## src/rtl/uart_axil_arbiter.sv

```systemverilog
// Round-robin arbiter between two MMIO requesters for the UART AXI4-Lite slave.
// Runs one transaction at a time and turns stalled B/R responses into error responses.
module uart_axil_arbiter #(
    parameter int ADDR_W  = 13,
    parameter int DATA_W  = 32,
    parameter int TIMEOUT = 1024
) (
    input  logic                clk_i,
    input  logic                rst_i,

    input  logic                req0_valid_i,
    output logic                req0_ready_o,
    input  logic                req0_we_i,
    input  logic [ADDR_W-1:0]   req0_addr_i,
    input  logic [DATA_W-1:0]   req0_wdata_i,
    input  logic [DATA_W/8-1:0] req0_wstrb_i,
    output logic                rsp0_valid_o,
    output logic [DATA_W-1:0]   rsp0_rdata_o,
    output logic                rsp0_err_o,

    input  logic                req1_valid_i,
    output logic                req1_ready_o,
    input  logic                req1_we_i,
    input  logic [ADDR_W-1:0]   req1_addr_i,
    input  logic [DATA_W-1:0]   req1_wdata_i,
    input  logic [DATA_W/8-1:0] req1_wstrb_i,
    output logic                rsp1_valid_o,
    output logic [DATA_W-1:0]   rsp1_rdata_o,
    output logic                rsp1_err_o,

    output logic [ADDR_W-1:0]   m_axi_uart_awaddr,
    output logic                m_axi_uart_awvalid,
    input  logic                m_axi_uart_awready,
    output logic [DATA_W-1:0]   m_axi_uart_wdata,
    output logic [DATA_W/8-1:0] m_axi_uart_wstrb,
    output logic                m_axi_uart_wvalid,
    input  logic                m_axi_uart_wready,
    input  logic [1:0]          m_axi_uart_bresp,
    input  logic                m_axi_uart_bvalid,
    output logic                m_axi_uart_bready,
    output logic [ADDR_W-1:0]   m_axi_uart_araddr,
    output logic                m_axi_uart_arvalid,
    input  logic                m_axi_uart_arready,
    input  logic [DATA_W-1:0]   m_axi_uart_rdata,
    input  logic [1:0]          m_axi_uart_rresp,
    input  logic                m_axi_uart_rvalid,
    output logic                m_axi_uart_rready
);
    localparam logic [15:0] TO_LAST = 16'(TIMEOUT - 1);

    typedef enum logic [2:0] {IDLE, WADDR, WRESP, RADDR, RDATA, RESP, DRAIN} state_t;

    state_t              state_q, state_d;
    logic                last_q, id_q, err_q;
    logic [DATA_W-1:0]   rdata_q;
    logic [15:0]         cnt_q;
    logic                pend_b_q, pend_r_q, pend_b_d, pend_r_d;
    logic                bready_d, rready_d;
    logic                gnt_any, gnt_id, gnt_we;
    logic                b_hs, r_hs, aw_open, w_open, timeout;
    logic [ADDR_W-1:0]   gnt_addr;
    logic [DATA_W-1:0]   gnt_wdata;
    logic [DATA_W/8-1:0] gnt_wstrb;
    logic                unused_resp_bits;

    assign unused_resp_bits = ^{m_axi_uart_bresp[0], m_axi_uart_rresp[0]};

    assign b_hs    = m_axi_uart_bvalid & m_axi_uart_bready;
    assign r_hs    = m_axi_uart_rvalid & m_axi_uart_rready;
    assign aw_open = m_axi_uart_awvalid & ~m_axi_uart_awready;
    assign w_open  = m_axi_uart_wvalid & ~m_axi_uart_wready;
    assign timeout = (cnt_q == TO_LAST);

    // A late response from a timed-out transaction must be absorbed before any new grant.
    assign gnt_any   = (req0_valid_i | req1_valid_i) & ~pend_b_q & ~pend_r_q;
    assign gnt_id    = (req0_valid_i & req1_valid_i) ? ~last_q : req1_valid_i;
    assign gnt_we    = gnt_id ? req1_we_i    : req0_we_i;
    assign gnt_addr  = gnt_id ? req1_addr_i  : req0_addr_i;
    assign gnt_wdata = gnt_id ? req1_wdata_i : req0_wdata_i;
    assign gnt_wstrb = gnt_id ? req1_wstrb_i : req0_wstrb_i;

    assign req0_ready_o = (state_q == IDLE) & gnt_any & ~gnt_id;
    assign req1_ready_o = (state_q == IDLE) & gnt_any &  gnt_id;

    assign rsp0_valid_o = (state_q == RESP) & ~id_q;
    assign rsp1_valid_o = (state_q == RESP) &  id_q;
    assign rsp0_rdata_o = id_q ? '0 : rdata_q;
    assign rsp1_rdata_o = id_q ? rdata_q : '0;
    assign rsp0_err_o   = ~id_q & err_q;
    assign rsp1_err_o   =  id_q & err_q;

    always_comb begin
        // NOTE: every output of this block gets a default first, so no latch is inferred.
        state_d = state_q;
        unique case (state_q)
            IDLE:    if (gnt_any) state_d = gnt_we ? WADDR : RADDR;
            WADDR:   if (!aw_open && !w_open) state_d = WRESP;
            WRESP:   if (b_hs) state_d = RESP; else if (timeout) state_d = DRAIN;
            RADDR:   if (m_axi_uart_arready) state_d = RDATA;
            RDATA:   if (r_hs) state_d = RESP; else if (timeout) state_d = DRAIN;
            RESP:    state_d = IDLE;
            DRAIN:   state_d = RESP;
            default: state_d = IDLE;
        endcase
        pend_b_d = pend_b_q ? ~b_hs : ((state_q == WRESP) & ~b_hs & timeout);
        pend_r_d = pend_r_q ? ~r_hs : ((state_q == RDATA) & ~r_hs & timeout);
        bready_d = (state_d == WRESP) | pend_b_d;
        rready_d = (state_d == RDATA) | pend_r_d;
    end

    // NOTE: sequential state uses non-blocking assignments so every register samples pre-edge values.
    always_ff @(posedge clk_i) begin
        if (rst_i) begin
            state_q            <= IDLE;
            last_q             <= 1'b1;
            id_q               <= 1'b0;
            err_q              <= 1'b0;
            rdata_q            <= '0;
            cnt_q              <= '0;
            pend_b_q           <= 1'b0;
            pend_r_q           <= 1'b0;
            m_axi_uart_awaddr  <= '0;
            m_axi_uart_awvalid <= 1'b0;
            m_axi_uart_wdata   <= '0;
            m_axi_uart_wstrb   <= '0;
            m_axi_uart_wvalid  <= 1'b0;
            m_axi_uart_bready  <= 1'b0;
            m_axi_uart_araddr  <= '0;
            m_axi_uart_arvalid <= 1'b0;
            m_axi_uart_rready  <= 1'b0;
        end else begin
            state_q           <= state_d;
            pend_b_q          <= pend_b_d;
            pend_r_q          <= pend_r_d;
            m_axi_uart_bready <= bready_d;
            m_axi_uart_rready <= rready_d;
            cnt_q <= (state_q == WRESP || state_q == RDATA) ? cnt_q + 16'd1 : '0;

            if (m_axi_uart_awready) m_axi_uart_awvalid <= 1'b0;
            if (m_axi_uart_wready)  m_axi_uart_wvalid  <= 1'b0;
            if (m_axi_uart_arready) m_axi_uart_arvalid <= 1'b0;

            unique case (state_q)
                IDLE: if (gnt_any) begin
                    id_q    <= gnt_id;
                    last_q  <= gnt_id;
                    err_q   <= 1'b0;
                    rdata_q <= '0;
                    if (gnt_we) begin
                        m_axi_uart_awaddr  <= gnt_addr;
                        m_axi_uart_wdata   <= gnt_wdata;
                        m_axi_uart_wstrb   <= gnt_wstrb;
                        m_axi_uart_awvalid <= 1'b1;
                        m_axi_uart_wvalid  <= 1'b1;
                    end else begin
                        m_axi_uart_araddr  <= gnt_addr;
                        m_axi_uart_arvalid <= 1'b1;
                    end
                end
                WRESP: begin
                    if (b_hs) err_q <= m_axi_uart_bresp[1];
                    else if (timeout) err_q <= 1'b1;
                end
                RDATA: begin
                    if (r_hs) begin
                        err_q   <= m_axi_uart_rresp[1];
                        rdata_q <= m_axi_uart_rresp[1] ? '0 : m_axi_uart_rdata;
                    end else if (timeout) begin
                        err_q   <= 1'b1;
                        rdata_q <= '0;
                    end
                end
                default: ;
            endcase
        end
    end
endmodule

```

## config.mk

```make
export PLATFORM = sky130hd
export DESIGN_NAME = uart_axil_arbiter
export DESIGN_NICKNAME = d
export VERILOG_FILES = /design/src/rtl/uart_axil_arbiter.sv
export SDC_FILE = /design/constraint.sdc
export NUM_CORES = 1
export LEC_CHECK = 0
export BUFFER_PORTS_ARGS = -buffer_cell sky130_fd_sc_hd__buf_2
export CORE_MARGIN = 3
export CORE_UTILIZATION = 45
export CTS_CLUSTER_DIAMETER = 40
export DETAILED_ROUTE_END_ITERATION = 12
export PLACE_DENSITY = 0.83
export SETUP_SLACK_MARGIN = 0.1
export SLEW_MARGIN = 20
export SYNTH_ARGS = -nofsm -noshare
export SYNTH_HDL_FRONTEND = slang
export SYNTH_SLANG_ARGS = --single-unit
export TNS_END_PERCENT = 20
```

## constraint.sdc

```tcl
create_clock -name clk_i -period 2.7 [get_ports clk_i]
set_input_delay 0.135 -clock clk_i [delete_from_list [all_inputs] [get_ports clk_i]]
set_output_delay 0.135 -clock clk_i [all_outputs]
set_load 0.1 [all_outputs]
```

==> flow_metrics.py <==
metrics = {
    "critical_path": {
        "critPathArrivalTime_ns": 2.35,
        "path_cells": "or3_1 -> or4_1 -> buf_4 -> nor2_1 -> buf_4",
        "cpMaxStageDelayCell": "or4_1",
        "startpoint_type": "register",
        "path_class": "reg -> out",
        "critical_path.startpoint": "state_q[1]",
        "end_kind": "output pin",
        "slowest_delay_ns": 0.48,
        "required_ns": 2.57,
        "worst-r2r-setup-slack_ns": 0.37,
        "r2r_end": "m_axi_uart_wdata[18]",
        "cpMostUsedCell": "buf_4",
        "cp_max_fo": 13,
        "r2r-start": "state_q[1]",
        "r2r_cells": 6,
    },
    "timing": {
        "tightest_slew_ns": 0.935,
        "max-slew-margin-rel_pct": 37.7,
        "setup_viol": 0,
        "fin_crit_sh_pct": 92.1,
        "fin_skew_ns": 0.0148,
        "rsz0062_at_grt": "no",
        "drv_slew": 0,
        "hold_viol_final": 0,
        "layout_min_cycle_time_ns": 2.49,
        "fin_tns_setup_ns": 0,
        "fmax_mhz": 402,
    },
    "yosys": {
        "synth-simple-area-share_pct": 20.9,
        "synth_top_family_by_area": "simple AND/OR/NAND/NOR gates",
        "postSynthNetCount": 719,
        "synth-main-ff-cell": "dfxtp_1",
        "synthArstFlopShare_pct": 0,
        "synth.area.mux_share_pct": 9.31,
        "postSynthCellCount": 573,
        "synth-seq-cells": 123,
        "synth_adder_area_share_pct": 0.233,
        "synth_edf_count": 0,
        "avgSynthCellArea_um2": 9.38,
        "synth_compound_area_share_pct": 16.8,
        "synth.distinct_cells": 45,
        "synth_warnings": 0,
        "synth_area_um2": 5370,
        "yosys.area_share.xor_xnor_pct": 2.28,
        "yosysSeqAreaShare_pct": 45.8,
    },
    "drt": {
        "drc": 0,
        "final_antenna_net_count": 0,
        "wl_mm": 15.8,
        "via_count": 5199,
        "first_pass_iters": 4,
        "drt_iter0_markers": 236,
        "via_per_inst": 5.05,
        "avgRoutedWirePerCell_um": 15.3,
    },
    "power_and_ir_drop": {
        "peakVddDrop_mv": 0.632,
        "p_leak_nw": 3.71,
        "cellPowerDensity_nw_per_um2": 849,
        "totalPowerFinal_mw": 6.65,
    },
    "floorplan": {
        "chipHeight_um": 115,
        "coreArea_um2": 11600,
        "die_x_um": 115,
        "ios": 282,
        "start_util_pct": 46.5,
        "rows": 39,
        "dieArea_um2": 13300,
    },
    "placement": {
        "gp_congestion": 0.881,
        "port-buffer-count": 279,
        "hpwl_mm": 11.4,
        "dpl.cell_count": 964,
    },
    "clocking": {
        "clockBufferDepth": 2,
        "cts_sinks": 123,
        "cts_tree": "done",
        "cts_buffers": 17,
        "cts.clk_slew.worst_paths_ns": 0.06,
        "cts-root-buf": "clkbuf_16",
        "worstSkewPairLatency_ns": 0.41,
        "htree_levels": 4,
    },
    "layout": {
        "drive_gt1_share_pct": 38.2,
        "area_delta_synth_final_pct": 45.7,
        "nets": 1018,
        "post-route-util_pct": 67.7,
        "final_cell_count_no_fill": 1029,
        "fillers": 917,
    },
    "global_routing": {
        "antenna_found_initial": 1,
        "globalRouteOverflowTotal": 0,
        "grt_pass1_vias": 5087,
        "grt.total_usage_pct": 23.4,
        "grt_pass1_wl_mm": 24.5,
        "grt_max_degree": 70,
    },
    "min_path": {
        "holdPathEnd": "m_axi_uart_wvalid",
        "hold_start": "m_axi_uart_wready",
        "hold_path.class": "in -> reg",
        "hold-path-cell-count": 4,
    },
    "run": {
        "max_cap_violations": 0,
    },
    "run_status": {
        "status": "complete, no violations",
    },
}
## cells in the mapped netlist (all sizes together), types with 6 or more instances
| cell | instances | area (µm²) |
|---|---|---|
| dfxtp | 123 | 2460 |
| nor2 | 95 | 364 |
| a211oi | 63 | 473 |
| mux2i | 50 | 500 |
| and2 | 38 | 238 |
| nor2b | 37 | 231 |
| a22o | 32 | 280 |
| clkbuf | 25 | 93.8 |
| buf | 20 | 135 |
| nand2 | 12 | 45.0 |
| xor2 | 9 | 78.8 |
| nor3 | 8 | 40.0 |
| a21oi | 7 | 35.0 |
| inv | 6 | 22.5 |
## cells in the final DEF (no fill, tap or decap), drive strengths merged, types with 2 or more instances in the layout
cell           n
a21oi          7
nand4          4
a211oi        63
nand2         12
nor4           5
bufinv         3
nand3          5
and2          38
buf          292
nor3           8
mux2i         50
nor2b         37
clkbuf        18
or3b           3
or4            2
dlygate4sd3   32
clkinv         7
o31ai          2
xor2           9
dfxtp        123
a22o          32
a31o           2
nand3b         2
o21ai          4
inv            7
clkinvlp       4
xnor2          5
nor2          95
and3           2
## state kept, by name, summed over array words and instances (netlist names), 3 cells and up
signal,count
m_axi_uart_wstrb,4
m_axi_uart_awaddr,13
cnt_q,16
m_axi_uart_araddr,13
rdata_q,32
m_axi_uart_wdata,32
state_q,3
## what timing repair did
item	CTS	global route
gates resized for setup	1	1
setup endpoints to repair	1	1
endpoints found under the hold margin	32	0
cloned	0	0
buffers inserted	0	0
hold buffers	32	0
## logic make-up after synthesis
group / count (synthesis)
mux: 50
xor+xnor: 14
buf+inv: 51
compound gates: 117
simple gates: 217
fa+ha+maj: 1
flops: 123
## metrics by stage
stage | cell area (µm²) | setup slack (ns) | hold slack, ns
2_1_floorplan | 5380 | -0.0258 | 0.260
3_5_place_dp | 6900 | 0.344 | 0.348
6_report | 7830 | 0.214 | 0.0267
3_3_place_gp | 6900 | 0.431 | 0.344
5_1_grt | 7830 | 0.119 | 0.0417
4_1_cts | 7820 | 0.179 | 0.00705
## how the worst max path moves through the flow
| stage | to | cells past startpoint |
|---|---|---|
| after floorplan | req0_ready_o | 5 |
| after global placement | m_axi_uart_wdata[10] | 6 |
| after detailed placement | m_axi_uart_wdata[18] | 6 |
| after CTS | req0_ready_o | 5 |
| after global routing | req0_ready_o | 5 |
| final | req0_ready_o | 5 |
## final cells by class
type                       count  area, µm²  area share, %
antenna                        1       2.50         0.0320
sequential                   123       2460           31.5
clock buffer                  17        425           5.43
multi-input combinational    399       2680           34.3
clock inverter                15        175           2.24
timing repair buffer         325       1880           24.0
tap                          143        179           2.29
inverter                       6       22.5          0.288
## routing by layer
layer	global-route usage [%]	share of wire, %	routed length (µm)	vias up
met4	8.61	1.6	257	0
met1	25.7	40	6310	2328
met3	8.68	8.8	1380	16
met2	41.2	50	7820	221
met5	0	0	0	-
li1	-	-	-	2634
## power by group
group / switching (mW) / leakage (nW) / internal [mW]
sequential: 0.134 / 1.00 / 2.00
combinational: 1.72 / 2.42 / 0.502
clock: 0.846 / 0.285 / 1.45
total: 2.70 / 3.71 / 3.95
## worst max-delay path: cells and delay by family, from the launching register on
family	cells	cell delay (ns)
flops	1	0.43
simple gates	3	1.00
buf+inv	2	0.50
Power figures use the tool's default switching activity.
